==> src/rtl/lvds_tx_framer.sv <==
// Multi-lane LVDS transmit framer: FIFO-buffered user words, training/sync bring-up, idle fill.
// Optional periodic sync insertion in RUN when LVDS_TX_RESYNC_EN is defined.
//
// state  | meaning
// IDLE   | link down, outputs zero, FIFO flushed
// TRAIN  | training pattern for P_TRAIN_LEN cycles
// SYNC   | one sync word
// RUN    | user words from FIFO, idle pattern when empty
module lvds_tx_framer #(
  parameter int         P_IO_DW      = 18,
  parameter int         P_SER        = 8,
  parameter int         P_FIFO_AW    = 4,
  parameter int         P_TRAIN_LEN  = 64,
  parameter logic [7:0] P_TRAIN_PAT  = 8'hA5,
  parameter logic [7:0] P_SYNC_PAT   = 8'h3C,
  parameter logic [7:0] P_IDLE_PAT   = 8'h00,
  parameter int         P_RESYNC_INT = 1024
) (
  input  logic                       clk,
  input  logic                       rst,
  input  logic                       tx_en,
  input  logic                       s_valid,
  output logic                       s_ready,
  input  logic [P_IO_DW*P_SER-1:0]   s_data,
  output logic                       ser_dvld,
  output logic [P_IO_DW*P_SER-1:0]   ser_data,
  output logic                       ser_is_data,
  output logic [1:0]                 link_state,
  output logic [P_FIFO_AW:0]         fifo_level
);

  localparam int DW    = P_IO_DW * P_SER;
  localparam int DEPTH = 2 ** P_FIFO_AW;
  localparam int TW    = (P_TRAIN_LEN > 1) ? $clog2(P_TRAIN_LEN) : 1;

  typedef enum logic [1:0] {
    ST_IDLE  = 2'd0,
    ST_TRAIN = 2'd1,
    ST_SYNC  = 2'd2,
    ST_RUN   = 2'd3
  } state_t;

  function automatic logic [DW-1:0] rep(input logic [7:0] b);
    return {P_IO_DW{b[P_SER-1:0]}};
  endfunction

  state_t                 state, state_nxt;
  logic [TW-1:0]          train_cnt;
  logic [DW-1:0]          mem [DEPTH];
  logic [P_FIFO_AW-1:0]   wr_ptr, rd_ptr;
  logic [P_FIFO_AW:0]     level, level_nxt;
  logic                   ready_q;
  logic                   wr_en, rd_en, resync_ins;
  logic                   dvld_nxt, is_data_nxt;
  logic [DW-1:0]          data_nxt;

  assign s_ready    = tx_en & ready_q;
  assign wr_en      = s_valid & s_ready;
  assign fifo_level = level;
  assign link_state = state;

`ifdef LVDS_TX_RESYNC_EN
  localparam int RW = (P_RESYNC_INT > 1) ? $clog2(P_RESYNC_INT) : 1;
  logic [RW-1:0] rs_cnt;
  logic          rs_sync_q;

  // rs_sync_q marks the inserted sync cycle so the count restarts after it
  assign resync_ins = (state == ST_RUN) && (state_nxt == ST_RUN) && !rs_sync_q && (rs_cnt == '0);

  always_ff @(posedge clk or posedge rst) begin
    if (rst) begin
      rs_cnt    <= '0;
      rs_sync_q <= 1'b0;
    end else if (state != ST_RUN || state_nxt != ST_RUN) begin
      rs_cnt    <= RW'(P_RESYNC_INT - 1);
      rs_sync_q <= 1'b0;
    end else if (resync_ins) begin
      rs_cnt    <= RW'(P_RESYNC_INT - 1);
      rs_sync_q <= 1'b1;
    end else if (rs_sync_q) begin
      rs_sync_q <= 1'b0;
    end else begin
      rs_cnt <= rs_cnt - 1'b1;
    end
  end
`else
  assign resync_ins = 1'b0;
`endif

  always_comb begin
    state_nxt = state;
    if (!tx_en) begin
      state_nxt = ST_IDLE;
    end else begin
      case (state)
        ST_IDLE:  state_nxt = ST_TRAIN;
        ST_TRAIN: if (train_cnt == '0) state_nxt = ST_SYNC;
        ST_SYNC:  state_nxt = ST_RUN;
        ST_RUN:   state_nxt = ST_RUN;
        default:  state_nxt = ST_IDLE;
      endcase
    end
  end

  // Outputs are registered alongside the state, so they follow state_nxt
  always_comb begin
    rd_en       = 1'b0;
    dvld_nxt    = 1'b0;
    is_data_nxt = 1'b0;
    data_nxt    = '0;
    case (state_nxt)
      ST_TRAIN: begin
        dvld_nxt = 1'b1;
        data_nxt = rep(P_TRAIN_PAT);
      end
      ST_SYNC: begin
        dvld_nxt = 1'b1;
        data_nxt = rep(P_SYNC_PAT);
      end
      ST_RUN: begin
        dvld_nxt = 1'b1;
        if (resync_ins) begin
          data_nxt = rep(P_SYNC_PAT);
        end else if (level != '0) begin
          rd_en       = 1'b1;
          is_data_nxt = 1'b1;
          data_nxt    = mem[rd_ptr];
        end else begin
          data_nxt = rep(P_IDLE_PAT);
        end
      end
      default: ;
    endcase
  end

  always_comb begin
    level_nxt = level;
    if (!tx_en) begin
      level_nxt = '0;
    end else if (wr_en && !rd_en) begin
      level_nxt = level + 1'b1;
    end else if (!wr_en && rd_en) begin
      level_nxt = level - 1'b1;
    end
  end

  always_ff @(posedge clk or posedge rst) begin
    if (rst) begin
      state     <= ST_IDLE;
      train_cnt <= '0;
    end else begin
      state <= state_nxt;
      if (state == ST_IDLE && state_nxt == ST_TRAIN) begin
        train_cnt <= TW'(P_TRAIN_LEN - 1);
      end else if (state == ST_TRAIN && train_cnt != '0) begin
        train_cnt <= train_cnt - 1'b1;
      end
    end
  end

  always_ff @(posedge clk or posedge rst) begin
    if (rst) begin
      wr_ptr  <= '0;
      rd_ptr  <= '0;
      level   <= '0;
      ready_q <= 1'b0;
    end else begin
      level   <= level_nxt;
      ready_q <= (level_nxt < (P_FIFO_AW+1)'(DEPTH));
      if (!tx_en) begin
        wr_ptr <= '0;
        rd_ptr <= '0;
      end else begin
        if (wr_en) wr_ptr <= wr_ptr + 1'b1;
        if (rd_en) rd_ptr <= rd_ptr + 1'b1;
      end
    end
  end

  always_ff @(posedge clk) begin
    if (wr_en) mem[wr_ptr] <= s_data;
  end

  always_ff @(posedge clk or posedge rst) begin
    if (rst) begin
      ser_dvld    <= 1'b0;
      ser_data    <= '0;
      ser_is_data <= 1'b0;
    end else begin
      ser_dvld    <= dvld_nxt;
      ser_data    <= data_nxt;
      ser_is_data <= is_data_nxt;
    end
  end

endmodule

==> config.mk <==
export PLATFORM = sky130hd
export DESIGN_NAME = lvds_tx_framer
export DESIGN_NICKNAME = d
export VERILOG_FILES = /design/src/rtl/lvds_tx_framer.sv
export SDC_FILE = /design/constraint.sdc
export NUM_CORES = 2
export LEC_CHECK = 0
export CAP_MARGIN = 10
export CORE_ASPECT_RATIO = 0.5
export CORE_MARGIN = 10
export CORE_UTILIZATION = 55
export CTS_CLUSTER_DIAMETER = 200
export DETAILED_ROUTE_END_ITERATION = 10
export GPL_TIMING_DRIVEN = 0
export PLACE_DENSITY_LB_ADDON = 0.12
export SKIP_CTS_REPAIR_TIMING = 1
export SYNTH_ARGS = -nofsm -noshare
export SYNTH_HDL_FRONTEND = slang
export SYNTH_SLANG_ARGS = --single-unit
export TNS_END_PERCENT = 50
==> constraint.sdc <==
create_clock -name clk -period 5.05 [get_ports clk]
set_input_delay 0.7575 -clock clk [delete_from_list [all_inputs] [get_ports clk]]
set_output_delay 0.7575 -clock clk [all_outputs]
set_load 0.02 [all_outputs]
==> metrics.yaml <==
status: "completed"
yosys.area.top_type_share_pct: 74.93
swShare_pct: 19.72
seq_power_share_pct: 57.0
grt_pass1_vias: 46210
required_ns: 4.29
synth_cell_types: 60
period_share_pct: 72.57
io_pins: 302
synth_ff_type: "edfxtp_1"
max-vdd-ir-drop_mv: 0.2971
area_delta_synth_final_pct: 15.40
dp_cells: 6532
cp_common_cell: "clkdlybuf4s50_1"
period_minus_slack_ns: 3.665
clkLatencyLatePin_ns: 0.86
p_leak_nw: 34.41
p_int_w: 0.03188
synth.area.top_cells: "edfxtp_1, mux4_2, dfrtp_1"
std_cell_rows: 106
min_path_type: "in2async"
slew_violations: 0
antenna_found_initial: 26
finClkSkew_ns: 0.04649
cts_root_buf: "clkbuf_16"
p_clk_share_pct: 40.6
dp_slack_ns: 0.7615
crit_type: "in2out"
h-tree-depth: 4
avgSynthCellArea_sq_um: 23.35
die_h_um: 309.7
grt-ovfl-total: 0
globalplace.congestion: 0.7824
cap_viol_max_count: 0
placedInstanceArea_sq_mm: 0.09978
finalSetupViolCount: 0
drt-vias-per-instance: 6.421
cpMaxStageDelayCell: "clkdlybuf4s50_1"
dp_hpwl_mm: 141.4
yosys_register_bits: 2472
ys_warn_count: 0
design.die.area_sq_mm: 0.1857
grt_max_degree: 46
power_switching_w: 0.007831
combPwrFrac_pct: 2.4
synth.most_common_cell: "edfxtp_1"
die_w_um: 599.5
fmax_ghz: 0.2729
wl_per_cell_um: 33.77
cts_tree: "done"
num-fill-cells: 10950
max_stage_delay_ns: 0.62
netlist_top_cells_count: "edfxtp_1, mux4_2, mux2i_1"
crit_chain: "clkdlybuf4s50_1 -> buf_2 -> clkbuf_1 -> and2_1 -> clkdlybuf4s50_1"
initial_utilization_pct: 55.30
stdcell_count: 6919
final_antenna_net_count: 0
p_per_area_mw_per_mm2: 372.7
rsz0062_at_grt: "no"
syn_inst: 3954
portBuffers: 301
reg2reg_slack_ns: 1.46
dr.pass1.iters: 5
syn-num-nets: 4110
fin_area_sq_mm: 0.1066
grt_pass1_wl_mm: 333.4
vias: 44430
cts.sinks: 2472
critPathMaxFanout: 10
fin_nets: 4687
cts_buffers: 210
hold_viol_final: 0
clk_path_buf_depth: 4
fin_ws_ns: 1.385
synth_edf_count: 2304
critPathLaunchType: "input port"
track_usage_pct: 25.09
drc_errors: 0
arrival_ns: 2.91
first_iter_violations: 5487
synth-seq-area-share_pct: 79.48
synth_top_area_cell: "edfxtp_1"
coreArea_sq_mm: 0.1670
drive_above_1_share_pct: 23.63
slew_headroom_pct: 13.49
synthArstFlopShare_pct: 6.796
worst-slew-pin-transition_ns: 1.293
crit_path_end_kind: "output pin"
syn_area_sq_mm: 0.09234
wl_mm: 233.6
cts.reportedPaths.clkPinSlew_ns: 0.06
power by group through the flow:
stage          logic, W  clock network [W]  registers [W]
4_1_cts        0.000946             0.0164         0.0226
2_1_floorplan  0.000265                  0         0.0231
3_3_place_gp   0.000855                  0         0.0231
5_1_grt         0.00101             0.0172         0.0226
3_5_place_dp   0.000943                  0         0.0231
6_report       0.000943             0.0161         0.0226
logic make-up after synthesis:
logic type,after synthesis,synth area share (%)
buffers and inverters,227,1.209
adders and majority gates,8,0.1084
muxes,781,15.88
AOI/OAI and AO/OA,286,2.239
DFF,2472,79.48
and+or+nand+nor,173,1.020
xor gates and xnor gates,7,0.06640
cells in the final DEF, fill, tap and decap left out, types with 6 or more instances in the layout:
master,n
clkdlybuf4s50_1,301
clkbuf_1,102
nor3_1,12
o22ai_1,63
nand3_1,8
buf_6,9
dfrtp_1,168
a31oi_1,7
o31ai_1,39
nor4_1,6
mux4_2,546
inv_1,9
a211oi_1,16
edfxtp_1,2304
clkinv_2,38
buf_16,49
a221oi_1,84
nor2b_1,6
clkbuf_8,27
mux2_2,8
nor2_1,39
mux2i_1,227
ha_1,8
buf_2,123
buf_1,13
nor3_2,6
o21ai_0,50
nand2_1,35
clkbuf_16,214
clkinv_1,21
and2_4,16
buf_12,8
and2_1,9
buf_4,16
bufinv_16,16
diode_2,11
final cells by class:
cell class	count	area [sq um]	area share, %
diodes	11	27.53	0.02583
plain buffers	214	1069	1.003
clock buffers	292	5918	5.554
clock inverters	83	827.0	0.7761
inverters	13	52.55	0.04932
multi-input cells	1255	17890	16.79
flip-flops and latches	2472	73390	68.87
well taps	2214	2770	2.600
repair buffers	365	4616	4.332
through the flow:
step	setup TNS [ns]	util, %	hold WS [ns]	power (W)
after CTS	0	63.79	0.2764	0.03993
after floorplan	-80.47	-	0.4943	0.02338
after detailed placement	0	59.75	0.5593	0.02402
after global placement	-8172.35	58.77	0.5302	0.02394
after global routing	0	63.81	0.3063	0.04081
final	0	63.82	0.3145	0.03971
flip-flops by register name (all words and copies together) (netlist names):
register and cells:
mem 2304, ready_q 1, ser_dvld 1, rd_ptr 4, fifo_level 5, ser_is_data 1
wr_ptr 4, ser_data 144, link_state 2, train_cnt 6
final timing paths:
path	start	endpoint	cells after the start
worst max register to register	rd_ptr[1]	ser_data[133]	6
worst min register to register	train_cnt[0]	train_cnt[0]	1
min in group clk	train_cnt[0]	train_cnt[0]	1
worst min-delay path	rst	ser_data[49]	2
max in group asynchronous	rst	wr_ptr[1]	5
worst max-delay path	tx_en	s_ready	5
routing by layer:
layer  up-vias  GRT usage [%]  share of wire [%]
li1      17980              -                  -
met1     23900          34.60                 39
met2      2110          41.17                 49
met3       421          5.051                8.5
met4         8          7.489                3.2
met5         -              0              0.021
critical path, delay by kind of cell:
kind	cells	cell delay [ns]
buf+inv	4	1.93
simple gates	1	0.21
Note: power is estimated with default switching activity, not from simulation.
